**config.mk**
```make
export PLATFORM = sky130hd
export DESIGN_NAME = riscvlong_mem_arbiter
export DESIGN_NICKNAME = d
export VERILOG_FILES = /design/src/rtl/riscvlong_mem_arbiter.sv
export SDC_FILE = /design/constraint.sdc
export NUM_CORES = 1
export LEC_CHECK = 0
export ABC_CLOCK_PERIOD_IN_PS = 2700
export CORE_AREA = 4 4 110 112
export DETAILED_ROUTE_END_ITERATION = 7
export DIE_AREA = 0 0 114 116
export GPL_ROUTABILITY_DRIVEN = 0
export PLACE_DENSITY_LB_ADDON = 0.12
export SLEW_MARGIN = 25
export SYNTH_ARGS = -nofsm -noshare
export SYNTH_HDL_FRONTEND = slang
export SYNTH_SLANG_ARGS = --single-unit
export TNS_END_PERCENT = 30
```
**constraint.sdc**
```tcl
create_clock -name clk -period 2.7 [get_ports clk]
set_input_delay 0.27 -clock clk [delete_from_list [all_inputs] [get_ports clk]]
set_output_delay 0.27 -clock clk [all_outputs]
set_load 0.02 [all_outputs]
```
**src/rtl/riscvlong_mem_arbiter.sv**
```systemverilog
// Memory request arbiter: N requesters share one memory port, responses routed back in issue order.
// Define RISCVLONG_MEM_ARB_RR_EN for round-robin arbitration; default build is fixed priority (index 0 highest).
module riscvlong_mem_arbiter #(
    parameter int NREQ    = 2,
    parameter int REQ_SZ  = 67,
    parameter int RESP_SZ = 35,
    parameter int DEPTH   = 4
) (
    input  logic                      clk,
    input  logic                      reset,
    input  logic [NREQ*REQ_SZ-1:0]    req_msg,
    input  logic [NREQ-1:0]           req_val,
    output logic [NREQ-1:0]           req_rdy,
    output logic [REQ_SZ-1:0]         memreq_msg,
    output logic                      memreq_val,
    input  logic                      memreq_rdy,
    input  logic [RESP_SZ-1:0]        memresp_msg,
    input  logic                      memresp_val,
    output logic [RESP_SZ-1:0]        resp_msg,
    output logic [NREQ-1:0]           resp_val,
    output logic [$clog2(DEPTH):0]    outstanding,
    output logic                      protocol_err
);

    localparam int IW = $clog2(NREQ);
    localparam int PW = $clog2(DEPTH);
    localparam int CW = PW + 1;

    typedef logic [IW-1:0] idx_t;

    idx_t            id_mem [DEPTH];
    logic [PW-1:0]   wr_ptr_q, wr_ptr_d;
    logic [PW-1:0]   rd_ptr_q, rd_ptr_d;
    logic [CW-1:0]   cnt_q, cnt_d;
    logic            err_q, err_d;
    logic            hold_q, hold_d;
    idx_t            hold_idx_q, hold_idx_d;
    idx_t            winner;
    logic            found;
    logic            not_full;
    logic            fire;
    logic            pop;
    logic            spurious;

`ifdef RISCVLONG_MEM_ARB_RR_EN
    idx_t            last_q, last_d;
    int              rr_cand;
`endif

    // A stalled grant is locked so the offered message cannot change under a waiting downstream.
    // NOTE: every signal written in an always_comb gets a default first, so no path leaves it unassigned (no latch).
    always_comb begin
        winner = '0;
        found  = 1'b0;
        if (hold_q && req_val[hold_idx_q]) begin
            winner = hold_idx_q;
            found  = 1'b1;
        end
`ifdef RISCVLONG_MEM_ARB_RR_EN
        rr_cand = 0;
        for (int k = 0; k < NREQ; k++) begin
            rr_cand = (int'(last_q) + 1 + k) % NREQ;
            if (!found && req_val[rr_cand]) begin
                winner = idx_t'(rr_cand);
                found  = 1'b1;
            end
        end
`else
        for (int k = 0; k < NREQ; k++) begin
            if (!found && req_val[k]) begin
                winner = idx_t'(k);
                found  = 1'b1;
            end
        end
`endif
    end

    // Gating uses only the registered count, keeping memresp_val off the request path.
    assign not_full   = cnt_q < CW'(DEPTH);
    assign memreq_msg = req_msg[winner*REQ_SZ +: REQ_SZ];
    assign memreq_val = reset & (|req_val) & not_full;
    assign fire       = memreq_val & memreq_rdy;
    assign pop        = reset & memresp_val & (cnt_q != '0);
    assign spurious   = reset & memresp_val & (cnt_q == '0);
    assign resp_msg   = memresp_msg;
    assign outstanding  = cnt_q;
    assign protocol_err = err_q;

    always_comb begin
        req_rdy  = '0;
        resp_val = '0;
        if (fire) req_rdy[winner] = 1'b1;
        if (pop)  resp_val[id_mem[rd_ptr_q]] = 1'b1;
    end

    always_comb begin
        wr_ptr_d   = fire ? wr_ptr_q + PW'(1) : wr_ptr_q;
        rd_ptr_d   = pop  ? rd_ptr_q + PW'(1) : rd_ptr_q;
        cnt_d      = cnt_q;
        if (fire && !pop) cnt_d = cnt_q + CW'(1);
        if (pop && !fire) cnt_d = cnt_q - CW'(1);
        err_d      = err_q | spurious;
        hold_d     = memreq_val & ~memreq_rdy;
        hold_idx_d = winner;
`ifdef RISCVLONG_MEM_ARB_RR_EN
        last_d     = fire ? winner : last_q;
`endif
    end

    // NOTE: sequential state uses non-blocking assignments so every register samples pre-edge values.
    always_ff @(posedge clk or negedge reset) begin
        if (!reset) begin
            wr_ptr_q   <= '0;
            rd_ptr_q   <= '0;
            cnt_q      <= '0;
            err_q      <= 1'b0;
            hold_q     <= 1'b0;
            hold_idx_q <= '0;
`ifdef RISCVLONG_MEM_ARB_RR_EN
            last_q     <= idx_t'(NREQ - 1);
`endif
        end else begin
            wr_ptr_q   <= wr_ptr_d;
            rd_ptr_q   <= rd_ptr_d;
            cnt_q      <= cnt_d;
            err_q      <= err_d;
            hold_q     <= hold_d;
            hold_idx_q <= hold_idx_d;
`ifdef RISCVLONG_MEM_ARB_RR_EN
            last_q     <= last_d;
`endif
        end
    end

    // NOTE: the ID storage has no reset; entries are only read after being written, as guarded by the count.
    always_ff @(posedge clk) begin
        if (fire) id_mem[wr_ptr_q] <= winner;
    end

endmodule

```
==> results summary, run 1 <==
During placement, the flow inserted port buffers numbering ~220. The most instantiated flip-flop cell in the synthesis netlist is dfrtp_1. The launching element of the worst setup path is req_val[0]. The clock period could shrink to between 2 and 3 ns.

Hold repair after CTS inserted 0 buffers. After routing, the total negative slack on setup checks comes to 0 ns. The total of max-cap violations is 0. The residual overflow from global routing is 0. The number of hold violations in the final report came out at 0.

Counting instances in the post-synthesis netlist gives the leading cell types as 60 x mux2_2, 40 x buf_4, 10 x dfrtp_1, 8 x mux2_4, 7 x inv_1. The post-synthesis sequential area ratio came out at between 20% and 30%. Among all stages on the critical path, the largest delay is contributed by clkdlybuf4s50_1. The critical path data arrival time is roughly 2.3 ns. The die is roughly 120 um tall. The number of pins with negative max-slew slack in the final report came out at 0. The number of enable flip-flop cells after synthesis is 4. The final antenna diode count came out at 0. Yosys printed 0 warnings.

The final cycle utilization of the critical path came out at between 90 and 100%. Using the TritonRoute via totals, the vias-per-cell ratio works out to approximately 3.9. The fraction of synthesis flops using an asynchronous set or reset pin is between 70% and 80%.

The die area came out at around 13,000 sq um. The final net count came out at 528. The area of the core region came out at 11,220 sq um.

The most frequently used cell type in the post-synthesis netlist is mux2_2. The HPWL after detailed placement came out at 6723 um. The via count is 1,884. The synthesized design spends more area on one cell type than any other, namely mux2_2. The leakage component of the power is 0.001582 uW. The required time of the critical path is approximately 2.4 ns.

The number of buffers created by CTS came out at 3. The largest stage delay on the critical path is 0.59 ns. TritonCTS built the clock tree. The top cell type's share of synthesized area came out at between 30% and 40%. The row count is 39. Post-CTS repair changed the size of 0 cells. Entering global routing, the biggest net connects 40 pins.

The setup fix buffers added after clock tree synthesis is 0. The largest fanout of any net on the critical path is 39. The launching element type of the critical path is a primary input.

The setup violation total in the final timing report is 0. The minimum setup slack in the final design is around 0.13 ns. The number of antenna violations at the first check in global routing came out at 0. On the final layout, the worst clock skew is ~0.00075 ns. The sum of routed wire length over all layers came out at roughly 7500 um.

After clock tree synthesis, the clock-pin slew on the worst setup and hold paths is ~0.050 ns. The number of storage elements in the synthesis netlist is 14. The TritonCTS sink count is 14. The average wire per standard cell is ~15 um. The run finished with clean final reports.

The worst setup path is captured at an output port. The worst IR drop on VDD is ~0.37 mV. The buffer type at the clock tree root is clkbuf_16.

The number of instances in the synthesized netlist is 163. The number of levels in the clock H-tree is 1. The average instance in the mapped netlist occupies ~11 sq um.

The clock reaches the later pin of the worst-skew pair after around 0.24 ns. Ranked by total cell area, the synthesized netlist is headed by mux2_2 37%, buf_4 16%, dfrtp_1 14%. The floorplan die width is about 110 um. The number of nets still failing antenna checks after routing is 0. Walking the worst path, the cells encountered are clkdlybuf4s50_1 > a21bo_4 > nand2_4 > buf_12 > mux2_2 > clkdlybuf4s50_1.

286 I/O pins were placed. The global-route wire length before repair came out at 10,540 um. The netlist area before placement is roughly 1800 sq um.

The number of buffers between clock root and the deepest sink is 2. The worst hold path belongs to the class primary input to asynchronous set/reset pin. The beginning of the worst register-to-register path is outstanding[2]$_DFFE_PN0P_. The total power after layout came out at 1630 uW.

The global routing usage summed across all routing layers came out at about a tenth. The critical path's most frequent cell is clkdlybuf4s50_1. The iteration count of the initial detailed-routing pass came out at 4. The minimum setup slack after placement came out at 0.1071 ns. For the pin with the worst max-slew slack, the measured transition is approximately 0.56 ns. Setup repair after global routing left no endpoint under its margin. The top achievable clock speed is roughly 400 MHz.

The final hold slack is between 0.4 and 0.5 ns. The layout cell share with drive strength beyond 1 came out at 23.70%. The number of global-route vias before repair came out at between 2,000 and 2,500. The first routing iteration left 39 violations. After detailed routing, the number of remaining DRC violations is 0.

The area growth from synthesis to layout is 118.1%. Dividing total power by cell area gives a power density of 409.8 nW/um^2. The category of the critical setup timing path is primary input to output port. In this run, distinct cell masters in the synthesized netlist total 26.

The number of nets produced by synthesis is between 300 and 400. Headroom to the max-slew limit came out at 62.33%. The initial cell density of the core came out at 16.25%.
cell type report:
type / count / area, sq um
sequential: 14 / 370.4
multi-input combinational: 100 / 1092
inverter: 7 / 26.28
clock buffer: 4 / 88.84
timing repair buffer: 221 / 2222
tap: 143 / 178.9
fill: 1141 / 7244
routing by layer:
| layer | track usage (%) | wire length (um) | vias up |
|---|---|---|---|
| met5 | 0 | 0 | - |
| met4 | 0.8709 | 16 | 0 |
| met3 | 3.969 | 757 | 2 |
| met2 | 19.01 | 4180 | 117 |
| met1 | 10.76 | 2579 | 863 |
| li1 | - | - | 902 |
layout by cell type (no fill, tap or decap), drive strengths merged, types with 2 or more instances in the layout:
cell type      instances
and3                   4
buf                    6
clkbuf                 4
clkdlybuf4s50        215
dfrtp                 10
edfxtp                 4
ha                     5
inv                    7
mux2                  68
nand2                  2
nor2                   3
nor2b                  2
xnor2                  4
xor2                   2
kinds of logic after synthesis:
kind of cell | synth area share, %
XOR/XNOR | 2.881
adder cells (fa/ha/maj) | 4.527
multiplexers | 45.40
AND/OR/NAND/NOR | 4.115
buffers and inverters | 19.82
flip-flops | 20.30
AO/OA/AOI/OAI | 2.950
state kept, by name, summed over array words and instances (netlist names):
name          flops
hold_idx_q        1
wr_ptr_q          2
rd_ptr_q          2
outstanding       3
hold_q            1
id_mem            4
protocol_err      1
path summary, 6_finish.rpt:
path | slack, ns | depth (start not counted) | end
worst max-delay path | 0.13 | 6 | memreq_msg[11]
worst min-delay path | 0.41 | 2 | hold_q$_DFF_PN0_
min in group clk | 0.47 | 1 | protocol_err$_DFF_PN0_
max in group asynchronous | 2.17 | 2 | hold_idx_q$_DFF_PN0_
worst min register to register | 0.47 | 1 | protocol_err$_DFF_PN0_
worst max register to register | 0.76 | 8 | outstanding[2]$_DFFE_PN0P_
critical path, delay by kind of cell:
| family | cells | cell delay [ns] |
|---|---|---|
| simple gates | 1 | 0.09 |
| compound gates | 1 | 0.24 |
| buf+inv | 3 | 1.32 |
| mux | 1 | 0.36 |
power by group:
part	switching, uW	internal (uW)	total (uW)
logic	388	580	968
clock network	83.2	224	307
registers	67.1	288	355
per-stage QoR:
step	util [%]	instances	area, sq um
floorplan	-	163	1824
global placement	34.66	485	3890
detailed placement	34.66	485	3890
CTS	35.45	489	3979
global route	35.45	489	3979
finish	35.45	489	3979
Note: power is estimated with default switching activity, not from simulation.
==> inputs of run 2 (changes only) <==
CORE_AREA = 2 2 111 113   (was 4 4 110 112)
DIE_AREA = 0 0 113 115   (was 0 0 114 116)
==> results summary, run 2 (synthesis results as in run 1) <==
The run finished, with violations left. The checks that failed: DRC. The reg-to-reg setup timing slack is 0.80 ns (+0.04 ns).

The sequential cell area is 370.4 sq um (unchanged). The final net count came out at 529 (+0.19%). The number of nets still failing antenna checks after routing was 0 (unchanged). The maximum number of pins on one net before global-route repair is 24 (-40%). The iteration count of the initial detailed-routing pass came to 6 (+2). The setup fix buffers added after clock tree synthesis is 0 (unchanged). The share of the core filled with cells in the final layout is 33.71% (-1.7 points).

The number of DRC violations after detailed routing is 7 (+7). The final antenna diode count came out at 0 (unchanged). The global-route wire length before repair is 10,710 um (+1.6%).

The number of filler cells placed in the layout is 1,257 (+10%). Setup repair after global routing left no endpoint under its margin. The initial cell density of the core came out at 15.44% (-0.81 points).

In this run the critical register-to-register path is captured at outstanding[2]$_DFFE_PN0P_. The largest fanout of any net on the critical path came to 9 (-77%). TritonCTS built the clock tree.

The worst IR drop on VDD came out at 0.2322 mV (-38%). The total power after layout was 1599 uW (-1.9%). The top cell types in the final layout, fill and taps aside, are 215 x clkdlybuf4s50_1, 60 x mux2_2, 10 x dfrtp_1. The worst-margin pin slew is 0.3440 ns (-0.2206 ns).

The via count is 1,918 (+1.8%). The register with the most flip-flops in the final layout is id_mem. The setup violation total in the final timing report came out at 0 (unchanged).

The required time of the critical path is 2.43 ns (about the same). The row count came out at 40 (+2.6%). The die area is 13,000 sq um (-1.7%).

The setup TNS was 0 ns (unchanged). The total of max-cap violations came out at 0 (unchanged). The critical path is of the primary input to output port type. The average wire per standard cell is 15.02 um (-2.5%). The number of placed instances with taps included came out at 490 (+1.0%). The area added between synthesis and finish was 118.2% (about the same).

The number of buffers between clock root and the deepest sink was 2 (unchanged). The flip-flop count of the largest register after layout was 4 (unchanged). By instance count, the cell type seen most on the critical path is clkdlybuf4s50_1.

The top achievable clock speed came to 387.3 MHz (-0.37%). The leakage component of the power came out at 0.001579 uW (-0.20%). The global routing usage summed across all routing layers is 10.26% (+0.29 points).

The startpoint identified for the worst register-to-register timing path is outstanding[0]$_DFFE_PN0P_. The slowest stage of the critical path is the clkdlybuf4s50_1 cell. The headroom to the max-slew limit came out at 77.00% (+15 points). The largest stage delay on the critical path came out at 0.54 ns (-0.05 ns). The largest clock skew in the final design is 0.001897 ns (+0.001143 ns). The height of the die is 115 um (-0.86%).

The number of antenna violations at the first check in global routing came out at 0 (unchanged). The floorplan die width came to 113 um (-0.88%). The final cycle utilization of the critical path is 95.62% (+0.36 points).

The number of I/O port buffers is 215 (unchanged). The boundary pin count came out at 286 (unchanged). The number of gates given a new drive strength after cts is 0 (unchanged). The number of hold violations in the final report is 0 (unchanged).

The critical path data arrival time was 2.31 ns (about the same). The sum of routed wire length over all layers came to 7419 um (-1.5%). The TritonCTS sink count came out at 14 (unchanged). The initial DRC count is 33 (-15%). The buffering stage count on the worst path with inverters included is 3 (unchanged). The critical path goes through clkdlybuf4s50_1 > a21bo_4 > nand2_4 > buf_4 > mux2_2 > clkdlybuf4s50_1.

The cts-stage hold buffer count came out at 0 (unchanged). The classification of the worst-slack hold path is primary input to asynchronous set/reset pin. The number of buffers created by CTS came to 3 (unchanged). The number of pins with negative max-slew slack in the final report came out at 0 (unchanged). STA classifies the critical path endpoint as an output port. The final cell count without fillers came out at 494 (+1.0%).

The layout cell share with drive strength beyond 1 was 23.63% (-0.068 points). The clock latency at the later pin of the worst-skew pair came out at 0.24 ns (about the same). The number of global-route vias before repair is 2,045 (+1.4%).

Leaving out fill and tap cells, the most frequent cell in the layout is clkdlybuf4s50_1. The residual overflow from global routing was 0 (unchanged). The number of vias per cell after detailed routing is 3.883 (+0.77%). STA classifies the critical path startpoint as a primary input. The clock-pin slew on the worst setup and hold paths is 0.05 ns (about the same). Grouping stages by cell kind, the critical path spends the most delay in buffers and inverters.

The minimum clock period after layout came out at 2.582 ns (+0.009591 ns). The length in cells of the worst reg-to-reg path was 7 (-1). The number of levels in the clock H-tree is 1 (unchanged).

The HPWL after detailed placement was 6492 um (-3.4%). The area of combinational cells with multiple inputs is 1092 sq um (unchanged). The area of the core region is 11,810 sq um (+5.2%).

The tree is rooted in a clkbuf_16. The power density normalized to cell area came to 401.6 nW/um^2 (-2.0%).
-- run 2: through the flow --
step                      area, sq um  worst slack, ns  hold WS (ns)
after floorplan                  1824           0.8048      -0.02559
after global placement           3902           0.1302        0.4537
after detailed placement         3902          0.09603        0.4646
after CTS                        3981          0.08088        0.3024
after global routing             3981          0.01207        0.3319
final                            3981           0.1182        0.3015
-- run 2: layout make-up --
cell class	instances	share of cell area [%]
inverter	7	0.6600
timing repair buffer	222	56.00
sequential	14	9.302
clock buffer	4	1.980
tap	147	4.620
multi-input combinational	100	27.44
-- run 2: worst max-delay path by stage --
stage                                     startpoint                    endpoint  slack (ns)  cells past startpoint
after global placement                    req_val[0]               memreq_msg[6]        0.13                      6
after detailed placement                  req_val[0]               memreq_msg[6]         0.1                      6
final                                     req_val[0]               memreq_msg[6]        0.12                      6
after floorplan           outstanding[2]$_DFFE_PN0P_  outstanding[2]$_DFFE_PN0P_        0.80                      8
after global routing                      req_val[0]                  req_rdy[0]        0.01                      7
after CTS                                 req_val[0]               memreq_msg[6]        0.08                      6
-- run 2: metal layers --
metal	global-route usage, %	wire length [um]	vias up
li1	-	-	903
met1	11.57	2588	879
met2	18.76	3941	134
met3	4.375	881	2
met4	0.9756	8	0
met5	0	0	-
-- run 2: where the power goes --
group          leakage [uW]  internal, uW  switching [uW]
sequential         0.000155           288            71.1
clock             0.0000382           199            79.6
combinational       0.00139           578             383
total               0.00158          1070             534
==> inputs of run 3 (changes only) <==
ABC_CLOCK_PERIOD_IN_PS = 2500   (was 2700)
CORE_AREA = 2 2 110 112   (was 2 2 111 113)
DIE_AREA = 0 0 112 114   (was 0 0 113 115)
clock period = 2.5 ns   (was 2.7 ns; I/O delays follow)
==> results summary, run 3 (synthesis results as in run 1) <==
The setup TNS was 0 ns (unchanged). The detailed route wirelength on metal2 is 3947 um (+0.15%). The area added between synthesis and finish came out at 126.2%. The row count is 40 (unchanged). Subtracting the final worst setup slack from the clock period gives 2.441 ns.

In the layout the commonest cells are 170 x clkdlybuf4s50_1, 60 x mux2_2, 42 x dlymetal6s2s_1. The clock latency at the later pin of the worst-skew pair was 0.24 ns (about the same). Traced cell by cell, the critical path runs through clkdlybuf4s50_1 > a21bo_4 > nand2_4 > buf_4 > mux2_2 > clkdlybuf4s50_1. The combinational fraction of design power is 60.1% (about the same). The largest fanout of any net on the critical path came out at 10 (+1).

The residual overflow from global routing came out at 0 (unchanged). The number of pins with negative max-slew slack in the final report is 0 (unchanged). The headroom to the max-slew limit is 82.11% (+5.1 points).

The sum of routed wire length over all layers is 7759 um (+4.6%). The top achievable clock speed is just over 400 MHz. The number of antenna violations at the first check in global routing came to 1 (+1). The tree is rooted in a clkbuf_16. The cell with the largest stage delay on the worst path is clkdlybuf4s50_1.

The flip-flop count of the largest register after layout is 4 (unchanged). The number of nets still failing antenna checks after routing is 0 (unchanged). The largest clock skew in the final design came to 0.001871 ns (-0.00002637 ns). The via count came out at 1,906 (-0.63%). Setup repair after global routing could not meet its margin everywhere.

The layout cell share with drive strength beyond 1 is 24.72% (+1.1 points). The iteration count of the initial detailed-routing pass came out at 4 (-2). The buffering stage count on the worst path with inverters included is 3 (unchanged). The final cell count without fillers came out at 500 (+1.2%).

The critical path in this run is classified as primary input to output port. Ranked by flip-flop count, first place goes to id_mem. The routed length on met3 is 911 um (+3.4%).

The internal power contribution came out at 1145 uW (+7.5%). The worst IR drop on VDD came to 0.4308 mV (+86%). The floorplan die width came out at 112 um (-0.88%). The initial DRC count came out at 17 (-48%).

The number of vias per cell after detailed routing came out at 3.812 (-1.8%). The area of the core region came to 11,710 sq um (-0.85%). The worst-margin pin slew came out at 0.2675 ns (-0.07644 ns). The clock-pin slew on the worst setup and hold paths is 0.04 ns (about the same). The critical path data arrival time is 2.19 ns (-0.12 ns). The boundary pin count is 286 (unchanged). The total routed wire length on the met1 layer came to 2824 um (+9.1%). The critical path's most frequent cell is clkdlybuf4s50_1. The initial cell density of the core is 15.58% (+0.13 points).

Leaving out fill and tap cells, the most frequent cell in the layout is clkdlybuf4s50_1. The final cycle utilization of the critical path is a little over nine tenths. The number of placed instances with taps included is 495 (+1.0%). The die area came out at 12,770 sq um (-1.7%).

The number of buffers created by CTS came out at 3 (unchanged). The HPWL after detailed placement came out at 6841 um (+5.4%). The setup fix buffers added after clock tree synthesis is 0 (unchanged).

The total of max-cap violations came to 0 (unchanged). The cts-stage hold buffer count is 0 (unchanged). The switching fraction of total power is 33.32% (-0.076 points).

The switching power summed over all nets is 572.0 uW (+7.1%). The number of hold violations in the final report is 0 (unchanged). The number of levels in the clock H-tree came out at 1 (unchanged). The number of buffers between clock root and the deepest sink came out at 2 (unchanged).

The register share of total power is 22.3% (about the same). The setup violation total in the final timing report is 0 (unchanged). The run finished with clean final reports. The leakage component of the power is 0.001994 uW (+26%).

The required time of the critical path came to 2.25 ns (-0.18 ns). Broken down by cell family, the worst path's largest delay share belongs to buffers and inverters. The power density normalized to cell area came out at 416.0 nW/um^2 (+3.6%). The number of global-route vias before repair came out at 2,071 (+1.3%).

The highest routing layer actually used is met4. The height of the die is 114 um (-0.87%). STA classifies the critical path endpoint as an output port.

The average wire per standard cell came out at 15.52 um (+3.3%). The number of I/O port buffers came out at 215 (unchanged). The maximum number of pins on one net before global-route repair came out at 24 (unchanged). The number of DRC violations after detailed routing is 0 (-7).

The final net count was 534 (+0.95%). The global-route wire length before repair came out at 11,240 um (+5.0%). The largest stage delay on the critical path was 0.53 ns (about the same). The TritonCTS sink count came to 14 (unchanged). The proportion of power drawn by the clock network is 17.6% (+0.2 points). The min-delay analysis places its worst path in the category primary input to asynchronous set/reset pin. The share of the core filled with cells in the final layout is 35.24% (+1.5 points).

The global routing usage summed across all routing layers is 11.04% (+0.78 points). The launching element type of the critical path is a primary input. TritonCTS built the clock tree.
[run 3: cell types whose count changed in the layout (fill, tap and decap cells not counted)]
cell | before | now
buf_6 | 0 | 1
buf_4 | 5 | 9
dlygate4sd2_1 | 0 | 3
diode_2 | 0 | 1
dlymetal6s2s_1 | 0 | 42
clkdlybuf4s50_1 | 215 | 170
[run 3: path summary, 6_finish.rpt]
check	from	endpoint	slack, ns	cells past startpoint
max	req_val[0]	memreq_msg[44]	0.06	6
min	reset	hold_q$_DFF_PN0_	0.39	2
max reg2reg	outstanding[2]$_DFFE_PN0P_	outstanding[2]$_DFFE_PN0P_	0.66	9
min reg2reg	protocol_err$_DFF_PN0_	protocol_err$_DFF_PN0_	0.46	1
max in group asynchronous	reset	wr_ptr_q[1]$_DFFE_PN0P_	1.97	2
min in group clk	protocol_err$_DFF_PN0_	protocol_err$_DFF_PN0_	0.46	1
[run 3: area by class of cell]
type,instances,area (sq um)
Multi-Input combinational cell,100,1092
Inverter,7,26.28
Tap cell,147,183.9
Clock buffer,4,78.83
Sequential cell,14,370.4
Antenna cell,1,2.502
Fill cell,1222,7585
Timing Repair Buffer,227,2372
[run 3: worst reg2reg max path, cell delays in order (launching register included)]
cell,delay (ns)
dfrtp_1,0.38
inv_1,0.09
o2111ai_1,0.10
buf_4,0.18
ha_1,0.18
inv_1,0.06
fa_1,0.37
xor2_1,0.15
nor2_1,0.13
xnor2_1,0.13
[run 3: layer usage]
metal	GRT usage [%]	up-vias
li1	-	916
met1	12.84	861
met2	18.99	125
met3	5.207	4
met4	1.789	0
met5	0	-
[run 3: repair_timing]
action / 4_1_cts / 5_1_grt
gates resized for setup: 3 / 43
endpoints found under the setup margin: 4 / 41
hold endpoints to repair: 0 / 0
[run 3: through the flow]
step	worst slack (ns)	area (sq um)	power, uW	hold WS [ns]
2_1_floorplan	0.6048	1824	968.0	-0.04559
3_3_place_gp	0.01966	3940	1443	0.4533
3_5_place_dp	0.01220	3940	1446	0.4533
4_1_cts	-0.0003473	4015	1765	0.3980
5_1_grt	-0.03337	4126	1837	0.4217
6_report	0.05866	4126	1717	0.3914
[run 3: power by group through the flow]
stage | Combinational (uW) | Clock, uW | Sequential, uW
after floorplan | 556 | 0 | 412
after global placement | 1050 | 0 | 388
after detailed placement | 1060 | 0 | 387
after CTS | 1060 | 317 | 386
after global routing | 1120 | 321 | 399
final | 1030 | 303 | 383
